## config.mk

```make
export PLATFORM = sky130hd
export DESIGN_NAME = exp_sum_accumulator
export DESIGN_NICKNAME = d
export VERILOG_FILES = /design/src/rtl/exp_sum_accumulator_pkg.sv /design/src/rtl/exp_sum_accumulator_lse_combine.sv /design/src/rtl/exp_sum_accumulator.sv
export SDC_FILE = /design/constraint.sdc
export NUM_CORES = 1
export LEC_CHECK = 0
export CORE_MARGIN = 2
export CORE_UTILIZATION = 28
export CTS_CLUSTER_DIAMETER = 40
export DETAILED_ROUTE_END_ITERATION = 8
export GPL_TIMING_DRIVEN = 0
export PLACE_DENSITY = 0.48
export SYNTH_ARGS = -nofsm -noshare
export SYNTH_HDL_FRONTEND = slang
export SYNTH_HIERARCHICAL = 1
export SYNTH_SLANG_ARGS = --single-unit
```

## constraint.sdc

```tcl
create_clock -name clk -period 2.45 [get_ports clk]
set_input_delay 0.735 -clock clk [delete_from_list [all_inputs] [get_ports clk]]
set_output_delay 0.735 -clock clk [all_outputs]
set_load 0.02 [all_outputs]
```

## src/rtl/exp_sum_accumulator_pkg.sv

```systemverilog
`default_nettype none
// +----------------------------------------------------------------------------+
// | Module   : exp_sum_accumulator_pkg                                          |
// | Purpose  : Shared types and helpers for the softmax exponent-sum front end.|
// |            Holds the FSM state encoding, the log-sum-exp correction        |
// |            constants and the unsigned saturation helper.                   |
// | Ports    : none (package)                                                  |
// | Revision : 1.0 - initial release                                           |
// +----------------------------------------------------------------------------+
package exp_sum_accumulator_pkg;

  // Collect elements until the vector is full, then hold it for the consumer.
  typedef enum logic [0:0] {
    ST_COLLECT = 1'b0,
    ST_HOLD    = 1'b1
  } state_e;

  // log2(2^a + 2^b) = max + log2(1 + 2^-|a-b|). In integer steps the
  // correction rounds to 1 for distances 0 and 1, and to 0 beyond that.
  localparam int unsigned CORR_D0  = 0;
  localparam int unsigned CORR_D1  = 1;
  localparam int unsigned CORR_VAL = 1;

  // Clamp an unsigned value to the largest number representable in `width`
  // bits. Callers keep width below 64.
  function automatic logic [63:0] sat_clamp(input logic [63:0] value,
                                            input int unsigned width);
    logic [63:0] max_val;
    max_val = (64'd1 << width) - 64'd1;
    return (value > max_val) ? max_val : value;
  endfunction

endpackage : exp_sum_accumulator_pkg
`default_nettype wire

```

## src/rtl/exp_sum_accumulator_lse_combine.sv

```systemverilog
`default_nettype none
// +----------------------------------------------------------------------------+
// | Module   : lse_combine                                                     |
// | Purpose  : Combines the running log2-domain sum with one new element:      |
// |            result = sat(max(acc, x) + corr(|acc - x|)).                    |
// |            Build option LSE_CORR_EN: when defined the correction term is   |
// |            applied; when undefined corr is 0 and the result is max().      |
// | Ports    : acc_i    in  EXP_WIDTH  running sum so far                      |
// |            x_i      in  EXP_WIDTH  new element, zero-extended              |
// |            result_o out EXP_WIDTH  saturated combined sum                  |
// | Revision : 1.0 - initial release                                           |
// +----------------------------------------------------------------------------+
module lse_combine
  import exp_sum_accumulator_pkg::*;
#(
  parameter int unsigned EXP_WIDTH = 9
) (
  input  logic [EXP_WIDTH-1:0] acc_i,
  input  logic [EXP_WIDTH-1:0] x_i,
  output logic [EXP_WIDTH-1:0] result_o
);

  logic                 w_acc_ge;
  logic [EXP_WIDTH-1:0] w_max;
  logic [EXP_WIDTH-1:0] w_diff;
  logic [EXP_WIDTH-1:0] w_corr;
  logic [EXP_WIDTH:0]   w_sum;

  assign w_acc_ge = (acc_i >= x_i);
  assign w_max    = w_acc_ge ? acc_i : x_i;
  assign w_diff   = w_acc_ge ? (acc_i - x_i) : (x_i - acc_i);

`ifdef LSE_CORR_EN
  assign w_corr = ((w_diff == EXP_WIDTH'(CORR_D0)) || (w_diff == EXP_WIDTH'(CORR_D1)))
                  ? EXP_WIDTH'(CORR_VAL) : '0;
`else
  // Correction disabled: the reduction degenerates to a plain maximum.
  assign w_corr = '0;
`endif

  // One extra bit catches the carry out of max+corr before clamping.
  assign w_sum    = {1'b0, w_max} + {1'b0, w_corr};
  assign result_o = EXP_WIDTH'(sat_clamp(64'(w_sum), EXP_WIDTH));

endmodule : lse_combine
`default_nettype wire

```

## src/rtl/exp_sum_accumulator.sv

```systemverilog
`default_nettype none
// +----------------------------------------------------------------------------+
// | Module   : exp_sum_accumulator                                             |
// | Purpose  : Serial front end of the softmax exponent path. Collects         |
// |            NUM_INPUTS elements over a valid/ready stream into a packed     |
// |            vector while folding them into a running log2-domain sum, then  |
// |            holds vector and sum until the downstream consumes them.        |
// |            Build option LSE_CORR_EN selects max-plus-correction (defined)  |
// |            or plain max (undefined); it is tested inside lse_combine only. |
// | Ports    : clk       in  1            clock, rising edge                   |
// |            rst       in  1            synchronous active-high reset        |
// |            in_valid  in  1            upstream element valid               |
// |            in_ready  out 1            element accepted this cycle          |
// |            in_data   in  MANT_WIDTH   unsigned element                     |
// |            out_valid out 1            vector and exp_sum valid             |
// |            out_ready in  1            downstream consumes vector           |
// |            input_bus out N*MANT_WIDTH element k at [k*MANT_WIDTH +: ...]   |
// |            exp_sum   out EXP_WIDTH    log2-domain sum of the vector        |
// | Revision : 1.0 - initial release                                           |
// +----------------------------------------------------------------------------+
module exp_sum_accumulator
  import exp_sum_accumulator_pkg::*;
#(
  parameter int unsigned NUM_INPUTS = 10,
  parameter int unsigned EXP_WIDTH  = 9,
  parameter int unsigned MANT_WIDTH = 8
) (
  input  logic                             clk,
  input  logic                             rst,
  input  logic                             in_valid,
  output logic                             in_ready,
  input  logic [MANT_WIDTH-1:0]            in_data,
  output logic                             out_valid,
  input  logic                             out_ready,
  output logic [NUM_INPUTS*MANT_WIDTH-1:0] input_bus,
  output logic [EXP_WIDTH-1:0]             exp_sum
);

  localparam int unsigned CNT_W = $clog2(NUM_INPUTS);

  state_e               state_q, state_d;
  logic [CNT_W-1:0]     count_q, count_d;
  logic [EXP_WIDTH-1:0] acc_q, acc_d;
  logic [MANT_WIDTH-1:0] slot_q [NUM_INPUTS];

  logic                 w_accept;
  logic [EXP_WIDTH-1:0] w_x;
  logic [EXP_WIDTH-1:0] w_combined;

  assign w_x = EXP_WIDTH'(in_data);

  lse_combine #(
    .EXP_WIDTH (EXP_WIDTH)
  ) u_lse_combine (
    .acc_i    (acc_q),
    .x_i      (w_x),
    .result_o (w_combined)
  );

  // Next state and handshake outputs. in_ready/out_valid depend only on the
  // state register (and rst), never on in_valid or out_ready.
  always_comb begin
    state_d   = state_q;
    count_d   = count_q;
    acc_d     = acc_q;
    in_ready  = 1'b0;
    out_valid = 1'b0;
    w_accept  = 1'b0;

    case (state_q)
      ST_COLLECT: begin
        in_ready = ~rst;
        w_accept = in_valid & ~rst;
        if (w_accept) begin
          // The first element seeds the sum; later ones fold into it.
          acc_d = (count_q == '0) ? w_x : w_combined;
          if (count_q == CNT_W'(NUM_INPUTS - 1)) begin
            count_d = '0;
            state_d = ST_HOLD;
          end else begin
            count_d = count_q + CNT_W'(1);
          end
        end
      end
      ST_HOLD: begin
        out_valid = 1'b1;
        if (out_ready) begin
          state_d = ST_COLLECT;
        end
      end
      default: begin
        state_d = ST_COLLECT;
      end
    endcase
  end

  always_ff @(posedge clk) begin
    if (rst) begin
      state_q <= ST_COLLECT;
      count_q <= '0;
      acc_q   <= '0;
    end else begin
      state_q <= state_d;
      count_q <= count_d;
      acc_q   <= acc_d;
    end
  end

  // Element buffer: only the slot addressed by count is written per beat, so
  // the held vector stays bit-stable while in HOLD.
  always_ff @(posedge clk) begin
    if (rst) begin
      for (int k = 0; k < NUM_INPUTS; k++) begin
        slot_q[k] <= '0;
      end
    end else begin
      for (int k = 0; k < NUM_INPUTS; k++) begin
        if (w_accept && (count_q == CNT_W'(k))) begin
          slot_q[k] <= in_data;
        end
      end
    end
  end

  for (genvar g = 0; g < NUM_INPUTS; g++) begin : g_pack
    assign input_bus[g*MANT_WIDTH +: MANT_WIDTH] = slot_q[g];
  end

  assign exp_sum = acc_q;

endmodule : exp_sum_accumulator
`default_nettype wire
```

==> results.cfg <==
[status]
status = finished clean

[detailed_routing]
viasPerCell = 4.533
wl_mm = 10.49
drt_pass1_iterations = 4
remaining_drc_errors = 0
drt.antenna.violating_nets = 0
vias = 2833
wl_per_cell_um = 16.78
drtIter0Drc = 144

[power_and_ir_drop]
p_leak_uw = 0.002198
power_density_nw_per_um2 = 622.9
vdd_drop_max_mv = 0.2476

[place]
io_buffers = 101
gp_congestion = 0.7071
dp.cells = 601
pre_cts_slack_ps = -1111
place_area_um2 = 5378
dpl.hpwl_mm = 6.910

[global_routing]
grt_pass1_wl_mm = 15.77
grt_usage_pct = 13.43
grt-ovfl-total = 0
antenna_found_initial = 0
grt_pass1_vias = 2767
grt_max_degree = 16

[timing]
max_clock_freq_mhz = 408.8
setup_viol = 0
min_period_over_period_pct = 99.84
min_period_ps = 2446
tns_ps = 0
finalMaxSlewViolations = 0
layout_setup_ws_ps = 3.833
skew_ps = 5.505
rsz0062_at_grt = true
relSlewSlack_pct = 46.77
worst_pin_slew_ps = 792.3
finalHoldViolCount = 0

[hold_path]
min_path_cells = 2
hold_path_class = flip-flop to flip-flop

[critical_path]
slowest_delay_ps = 310
rr_worst_depth = 10
cp-start-kind = input pin
crit_arrival_ps = 2670
crit_fanout = 12
crit_required_ps = 2680
cp_cell_sequence = buf_4, ha_1, nand2b_1, a41o_1, a211oi_4, o21ai_2, buf_4, mux2_2, nand3_1, a21oi_1
path_common_cell = buf_4
crit_path_top_delay_cell = a211oi_4
critical_path_class = input pin to flip-flop
critical_path.endpoint_type = flip-flop

[final_layout]
final_nets = 457
antennaDiodeCount = 0
final_cell_mix = 92 x clkdlybuf4s50_1, 80 x edfxtp_1, 56 x and2_1
syn2layout_area_growth_pct = 38.45
fillers = 1393
final_layout_size_suffix_gt1_share_pct = 16.10
final_common_cell = clkdlybuf4s50_1
final_cell_count_no_fill = 625
fin_area_um2 = 5722

[synth]
avgSynthCellArea_um2 = 13.12
yosys.area_share.simple_pct = 22.28
syn_inst = 315
synth_area_leaders = edfxtp_1 58%, and2_1 8.5%, dfxtp_1 6.8%
synth_edf_count = 80
ys_ff_latch = 94
synth-seq-area-share_pct = 64.91
synth_top_family_by_area = simple AND/OR/NAND/NOR gates
ys_warn_count = 6
yosys.area_share.adder_pct = 2.725
yosysUniqueCellTypes = 42
syn-cell-area_um2 = 4133
synth_top_cell_by_area = edfxtp_1
synth_top_area_share_pct = 58.13
synthArstFlopShare_pct = 0
synth_flop_cell = edfxtp_1
synth_xor_area_share_pct = 0.2119
synth_mux_area_share_pct = 2.452
synth_compound_area_share_pct = 4.481

[cts]
root_buffer = clkbuf_16
cts_tree = done
cts_buffer_depth = 2
clk_pin_slew_ps = 70
clk_latency_ps = 340
clock_sinks = 94
cts_buffers = 9
htreeDepth = 3

[floorplanning]
rows = 44
core_region_area_um2 = 14480
die_w_um = 125.5
ios = 103
die_y_um = 125.5
start_util_pct = 28.54
die_area_um2 = 15750

[flow_run]
cap_viol_max_count = 0
==> state kept, by name (all words and copies together) (netlist names) <==
register,cells
slot_q,80
exp_sum,9
count_q,4
state_q,1
==> routing by layer <==
layer | vias to the layer above | wire (um) | share of wire, % | track usage [%]
li1 | 1359 | - | - | -
met1 | 1336 | 4396 | 42 | 17.41
met2 | 110 | 5174 | 49 | 21.78
met3 | 28 | 597 | 5.7 | 2.353
met4 | 0 | 317 | 3.0 | 6.471
met5 | - | 0 | 0 | 0
==> what timing repair did <==
action,4_1_cts,5_1_grt
gates cloned,0,1
pin swaps,0,6
resized for setup,47,11
hold buffers,0,0
setup endpoints to repair,34,40
buffers inserted,0,7
==> path summary, 6_finish.rpt <==
check | startpoint | to | slack (ps)
setup / recovery | in_data[0] | exp_sum[8]$_SDFFE_PP0N_ | 4
hold / removal | exp_sum[8]$_SDFFE_PP0N_ | exp_sum[8]$_SDFFE_PP0N_ | 520
setup reg to reg | exp_sum[0]$_SDFFE_PP0N_ | exp_sum[8]$_SDFFE_PP0N_ | 120
hold reg to reg | exp_sum[8]$_SDFFE_PP0N_ | exp_sum[8]$_SDFFE_PP0N_ | 520
==> cell type report <==
| cell class | instances | area (um2) | share of cell area [%] |
|---|---|---|---|
| buffer | 13 | 82.58 | 1.443 |
| clock buffer | 12 | 236.5 | 4.133 |
| clock inverter | 4 | 26.28 | 0.4592 |
| inverter | 10 | 37.54 | 0.6560 |
| multi-input combinational | 200 | 1389 | 24.27 |
| sequential | 94 | 2683 | 46.88 |
| tap | 184 | 230.2 | 4.024 |
| timing repair buffer | 108 | 1037 | 18.13 |
==> through the flow <==
stage	power, uW	hold slack, ps	utilization (%)
floorplan	2102	555.4	-
global placement	2322	489.4	37.14
detailed placement	2329	498.9	37.14
CTS	3592	512.9	38.96
global route	3705	534.4	39.52
finish	3564	516.3	39.52
==> Yosys cell counts, types with 5 or more instances <==
cell type	n
a21oi_1	6
nand2b_1	5
buf_2	7
nor2_1	29
mux2_2	9
inv_1	10
dfxtp_1	14
and2_1	56
edfxtp_1	80
nand2_1	29
and3_1	8
a311oi_1	8
or2_2	6
ha_1	9
==> critical path: cells and delay by family <==
family / cells / cell delay [ps]
buf+inv: 2 / 340
fa+ha+maj: 1 / 280
simple gates: 2 / 240
mux: 1 / 260
compound gates: 4 / 810
==> cells by family after synthesis <==
logic type               Yosys count
flip-flops                        94
XOR/XNOR                           1
multiplexers                       9
AND/OR/NAND/NOR                  154
AO/OA/AOI/OAI                     24
adder cells (fa/ha/maj)            9
buffers and inverters             23
other                              1
==> where the power goes <==
part           switching, uW  leakage, uW  total (uW)  internal, uW
Combinational            277      0.00113         474           197
Sequential              29.4     0.000943        1830          1800
Clock                    575     0.000127        1260           687
Note: power is estimated with default switching activity, not from simulation.
